==> config.mk <==
export PLATFORM = sky130hd
export DESIGN_NAME = truth_table_sweeper
export DESIGN_NICKNAME = d
export VERILOG_FILES = /design/src/rtl/truth_table_sweeper.sv
export SDC_FILE = /design/constraint.sdc
export NUM_CORES = 1
export LEC_CHECK = 0
export ABC_AREA = 1
export BUFFER_PORTS_ARGS = -buffer_cell sky130_fd_sc_hd__buf_4
export CAP_MARGIN = 20
export CORE_MARGIN = 5
export CORE_UTILIZATION = 30
export DETAILED_ROUTE_END_ITERATION = 8
export GPL_ROUTABILITY_DRIVEN = 0
export PLACE_DENSITY = 0.54
export SETUP_SLACK_MARGIN = 0.5
export SYNTH_ARGS = -nofsm -noshare
export SYNTH_HDL_FRONTEND = slang
export SYNTH_SLANG_ARGS = --single-unit
==> constraint.sdc <==
create_clock -name clk -period 2.4 [get_ports clk]
set_clock_uncertainty 0.15 [all_clocks]
set_input_delay 0.48 -clock clk [delete_from_list [all_inputs] [get_ports clk]]
set_output_delay 0.48 -clock clk [all_outputs]
set_load 0.005 [all_outputs]
==> src/rtl/truth_table_sweeper.sv <==
// Sweeps the 8 rows of a 3-input circuit, samples its output after a settle time,
// and compares the captured truth table against an expected table.
module truth_table_sweeper #(
  parameter int SETTLE_CYCLES = 4,
  parameter int CNT_W         = 8
) (
  input  logic       clk,
  input  logic       rst_n,
  input  logic       start,
  input  logic       abort,
  input  logic [7:0] expected,
  input  logic       dut_out,
  output logic       in1,
  output logic       in2,
  output logic       in3,
  output logic       busy,
  output logic       done,
  output logic [7:0] truth_table,
  output logic [7:0] mismatch,
  output logic       match,
  output logic [1:0] state_dbg
);

  typedef enum logic [1:0] {
    S_IDLE   = 2'd0,
    S_SETTLE = 2'd1,
    S_FINISH = 2'd2
  } state_t;

  localparam logic [CNT_W-1:0] RELOAD = CNT_W'(SETTLE_CYCLES - 1);

  state_t           state_q, state_d;
  logic [2:0]       row_q;
  logic [CNT_W-1:0] cnt_q;
  logic [7:0]       exp_q;
  logic [7:0]       tt_next;
  logic             sample_now;

  // Handshake: start is a one-cycle request honoured only in IDLE without abort;
  // abort cancels a sweep in SETTLE and suppresses a start in IDLE.
  assign {in1, in2, in3} = row_q;
  assign state_dbg       = state_q;

  always_comb begin
    sample_now       = (state_q == S_SETTLE) && !abort && (cnt_q == '0);
    tt_next          = truth_table;
    tt_next[~row_q]  = dut_out;
  end

  always_comb begin
    state_d = state_q;
    case (state_q)
      S_IDLE:   if (start && !abort) state_d = S_SETTLE;
      S_SETTLE: begin
        if (abort) state_d = S_IDLE;
        else if (cnt_q == '0 && row_q == 3'd7) state_d = S_FINISH;
      end
      S_FINISH: state_d = S_IDLE;
      default:  state_d = S_IDLE;
    endcase
  end

  always_ff @(posedge clk or negedge rst_n) begin
    if (!rst_n) state_q <= S_IDLE;
    else        state_q <= state_d;
  end

  always_ff @(posedge clk or negedge rst_n) begin
    if (!rst_n) begin
      row_q       <= 3'd0;
      cnt_q       <= '0;
      exp_q       <= 8'h00;
      busy        <= 1'b0;
      done        <= 1'b0;
      truth_table <= 8'h00;
      mismatch    <= 8'h00;
      match       <= 1'b0;
    end else begin
      done <= 1'b0;
      case (state_q)
        S_IDLE: begin
          if (start && !abort) begin
            exp_q       <= expected;
            truth_table <= 8'h00;
            mismatch    <= 8'h00;
            match       <= 1'b0;
            row_q       <= 3'd0;
            cnt_q       <= RELOAD;
            busy        <= 1'b1;
          end
        end
        S_SETTLE: begin
          if (abort) begin
            row_q    <= 3'd0;
            cnt_q    <= '0;
            busy     <= 1'b0;
            mismatch <= 8'h00;
            match    <= 1'b0;
          end else if (!sample_now) begin
            cnt_q <= cnt_q - 1'b1;
          end else begin
            truth_table <= tt_next;
            if (row_q != 3'd7) begin
              row_q <= row_q + 3'd1;
              cnt_q <= RELOAD;
            end else begin
              // Results are registered on the last sampling edge so they are valid with done.
              row_q    <= 3'd0;
              cnt_q    <= '0;
              busy     <= 1'b0;
              done     <= 1'b1;
              mismatch <= tt_next ^ exp_q;
              match    <= (tt_next == exp_q);
            end
          end
        end
        default: ;
      endcase
    end
  end

endmodule

# Word level (Yosys, flattened, before mapping)
# Cells that the tools add are included.
[totals]
wordCells = 79
out_inout_bits = 24
register_bits = 40
mem_bits_ro = 0
memories = 0
latch_bits = 0
mem_bits_rw = 0
input_bits = 13
[classes]
mux = 39
n_reduce_logical = 15
n_addsub = 2
mul = 0
n_div = 0
n_eq_ne = 10
order_cmp = 2
n_bitwise = 2
shift = 0
[ops]
columns = ["operator", "count"]
rows = [
  ["two-way mux 8 bit", 9],
  ["case mux 8 bit (2 select lines)", 3],
  ["two-way mux 1 bit", 13],
  ["two-way mux 3 bit", 4],
  ["!= test 3 bit, second input constant", 3],
  ["bitwise mux 8 bit", 1],
  ["equality test 8 bit", 1],
  ["logical NOT 8 bit", 1],
  ["two-way mux 2 bit", 4],
  ["AND reduction 4 bit", 2],
  ["subtractor 8 x 1 -> 8 bit, second input constant", 1],
  ["bitwise XOR 8 bit", 1],
  ["!= test 2 bit, second input constant", 3],
  ["case mux 3 bit (2 select lines)", 1],
  ["AND reduction 2 bit", 3],
  ["logical AND 1 bit", 5],
  ["less-than comparator 3 x 4 -> 1 bit, second input constant", 1],
  ["case mux 1 bit (2 select lines)", 2],
  ["case mux 2 bit (2 select lines)", 1],
  ["adder 3 x 1 -> 3 bit, second input constant", 1],
  ["demux 1 bit (select 3 bit)", 1],
  ["equality test 3 bit, second input constant", 1],
  [">= comparator 3 x 1 -> 1 bit, second input constant", 1],
  ["!= test 3 x 2 -> 1 bit, second input constant", 1],
  ["other kinds (6)", 6],
]

# Logic depth before layout (Yosys ltp)
[logic_depth]
depth_word = 11
depth_mapped = 12
mapped_depth_nobuf = 11

# Least setup slack after synthesis
# Ideal clock, no wire load.
[synth_path]
path_kind = "reg2reg"
from = "reg cnt_q[0]"
to = "reg truth_table[0]"
setup_time_ns = 0.117
stages_incl_launch_ff = 13
slack_ns = 0.666
synth_period_minus_slack_ns = 1.734
n_path_buf = 1
required_time_ns = 2.133
arrival_ns = 1.467
path_cell_list = "dfrtp_1 > inv_1 > ha_1 > inv_1 > nor2_1 > nand2_2 > nand2_4 > nand2_8 > inv_6 > nand2_8 > buf_12 > nand3_2 > nand2_1"
[synth_via]
elab_chain_len = 4
[synth_rtl]
columns = ["element", "line_no", "text"]
rows = [
  ["from (decl)", "34", "logic [CNT_W-1:0] cnt_q;"],
  ["from (signal assigned)", "100", "cnt_q <= cnt_q - 1'b1;"],
  ["logical NOT 8 bit", "45", "sample_now = (state_q == S_SETTLE) && !abort && (cnt_q == '0);"],
  ["logical AND 1 bit", "45", ""],
  ["!= test 2 bit (no source line)", "-", ""],
  ["AND reduction 4 bit (no source line)", "-", ""],
  ["to (signal assigned)", "102", "truth_table <= tt_next;"],
  ["to (decl)", "18", "output logic [7:0] truth_table,"],
]
# No other way between the ends.
# A chain may end at the register's enable or synchronous reset.

==> impl_metrics.json <==
{
  "row_count": 32,
  "crit_chain": "inv_2, ha_2, inv_1, nor2_2, nand2_2, nand2_4, nand2_8, clkinv_8, nand2_4, nor2_4, a21oi_2",
  "crit_fanout": 11,
  "grt_pass1_wl_microns": 9990,
  "p_int_uw": 1880,
  "fmaxAchievable_mhz": 556,
  "max_stage_delay_ns": 0.40,
  "grt_pass1_vias": 2032,
  "instances_no_fill": 450,
  "relSlewSlack": 0.646,
  "status": "complete, no violations",
  "root_buffer": "clkbuf_8",
  "synth_flop_cell": "dfrtp_1",
  "tns_ns": 0,
  "async_flop_share": 1.00,
  "slew_viol_final": 0,
  "pin_count": 37,
  "finish.utilization": 0.394,
  "tightest_slew_ns": 0.530,
  "cts_tree": "yes",
  "start_util": 0.306,
  "p_leak_uw": 0.00154,
  "synth-edff-count": 0,
  "final_common_cell": "nand2_1",
  "numCtsBuffers": 5,
  "post_drt_wl_per_cell_microns": 13.7,
  "seqPwrFrac": 0.293,
  "avgSynthCellArea_sq_um": 7.98,
  "multiInputGateArea_sq_um": 1160,
  "portBuffers": 36,
  "ant_nets": 0,
  "layout.nets": 363,
  "routed_wirelength_microns": 6170,
  "drc_errors": 0,
  "clock_sinks": 40,
  "route.vias.total": 2146,
  "yosysUniqueCellTypes": 33,
  "switching_share": 0.436,
  "finalCritPeriodShare": 0.750,
  "fillerInstances": 827,
  "powerDensity_nw_per_um2": 1100,
  "r2r_cells": 11,
  "syn-num-nets": 311,
  "grt_antenna_before_repair": 0,
  "final_layout_size_suffix_gt1_frac": 0.310,
  "yosysSeqAreaShare": 0.425,
  "max-vdd-ir-drop_mv": 0.368,
  "cp_common_cell": "nand2_4",
  "rsz0062_at_grt": "no",
  "routed_via_density": 4.77,
  "die_width_microns": 98.6,
  "cp_top_family": "simple AND/OR/NAND/NOR gates",
  "grt_use_total": 0.129,
  "drt_first_pass_iters": 4,
  "critical_path_required_ns": 2.44,
  "cts.htree.levels": 2,
  "hpwl_microns": 4230,
  "critPathKind": "flop to flop",
  "p_comb_frac": 0.537,
  "clk_pin_slew_ns": 0.09,
  "layout_common_cells": "70 x nand2_1, 50 x buf_4, 40 x dfrtp_1",
  "cp-start-kind": "flop",
  "min_path_type": "primary input to asynchronous set/reset pin",
  "synth_top_cell_by_area": "dfrtp_1",
  "clockBufferDepth": 2,
  "grt_max_degree": 41,
  "setup_viol_count_final": 0,
  "period_needed_ns": 1.80,
  "dp.cells": 428,
  "synth_cells": 295,
  "core_area_sq_um": 7690,
  "grt_overflow": 0,
  "dieArea_sq_um": 9720,
  "synthTopCellsByArea": "dfrtp_1 43%, nand2_1 11%, inv_1 6.4%",
  "drtIter0Drc": 113,
  "clk_latency_ns": 0.30,
  "register_area_sq_um": 1000,
  "crit_path_end_kind": "flop",
  "antenna_cells": 0,
  "synthesis.area_sq_um": 2350,
  "ys_ff_latch": 40,
  "cp.arrival_ns": 1.84,
  "critPathBufInv": 3,
  "path_depth": 11,
  "switching_power_uw": 1460,
  "clkPwrFrac": 0.170,
  "area_growth_pct": 28.6,
  "die_y_microns": 98.6,
  "max_cap_viol_count": 0,
  "ys_warn_count": 0,
  "cpMaxStageDelayCell": "dfrtp_1",
  "hold_violations": 0,
  "synth_top_cell_area_share": 0.425
}
## what timing repair did
item                       CTS  global route
hold buffers                 0             0
cloned                       1             1
pin swaps                    0             4
setup buffers                0            12
setup endpoints to repair   14            25
gates resized for setup      6            18
## final cells by class
cell class,count,share of cell area
multi-input combinational,200,0.385
clock buffer,5,0.0227
sequential,40,0.330
timing repair buffer,53,0.141
clock inverter,3,0.0140
inverter,47,0.0653
tap,102,0.0421
## worst paths after layout
| kind | from | end | slack, ns |
|---|---|---|---|
| setup / recovery | cnt_q[0] | exp_q[4] | 0.60 |
| hold / removal | rst_n | exp_q[3] | 0.006 |
| setup reg to reg | cnt_q[0] | exp_q[4] | 0.60 |
| hold reg to reg | cnt_q[4] | cnt_q[4] | 0.31 |
| max in group asynchronous | rst_n | mismatch[5] | 1.73 |
| min in group clk | expected[1] | exp_q[1] | 0.26 |
## sequential cells by signal (all words and copies together), names as in the netlist
name,cells
row_q,3
done,1
state_dbg,2
mismatch,8
exp_q,8
truth_table,8
busy,1
match,1
cnt_q,8
## routing by layer
metal / GRT usage / wire [microns] / vias up
met2: 0.202 / 2810 / 41
met5: 0 / 0 / -
li1: - / - / 1078
met3: 0.0304 / 270 / 12
met1: 0.175 / 2970 / 1015
met4: 0.0420 / 114 / 0
## cells by family after synthesis
logic type | synth area share
buffers and inverters | 0.112
xor gates and xnor gates | 0.00744
and+or+nand+nor | 0.353
DFF | 0.425
adders and majority gates | 0.0159
AOI/OAI and AO/OA | 0.0866
## synth_stat cells (2+ instances only)
master	n
nand2_1	70
dfrtp_1	40
inv_1	40
nand3_1	30
nand4_1	23
nor2_1	18
o21ai_0	15
nand3_2	9
a21oi_2	7
buf_2	5
inv_2	4
a21oi_1	3
ha_1	3
o211ai_1	3
buf_4	2
nand2_2	2
nand2_4	2
nand2_8	2
nor2_2	2
xor2_1	2
## stage by stage
stage	worst slack, ns	cell area (sq um)	hold WS (ns)	total power (uW)
global route	0.488	3030	0.0490	3610
finish	0.600	3030	0.00581	3340
floorplan	0.666	2350	0.0344	2070
detailed placement	0.381	2710	0.291	2450
global placement	0.447	2710	0.295	2430
CTS	0.513	2860	0.0274	3110
## power by group through the flow
| stage | Sequential (uW) | Combinational (uW) | Clock, uW |
|---|---|---|---|
| floorplan | 985 | 1080 | 0 |
| CTS | 975 | 1560 | 581 |
| detailed placement | 988 | 1470 | 0 |
| global placement | 982 | 1440 | 0 |
| global route | 1000 | 2010 | 603 |
| finish | 978 | 1790 | 566 |
Power figures use the tool's default switching activity.
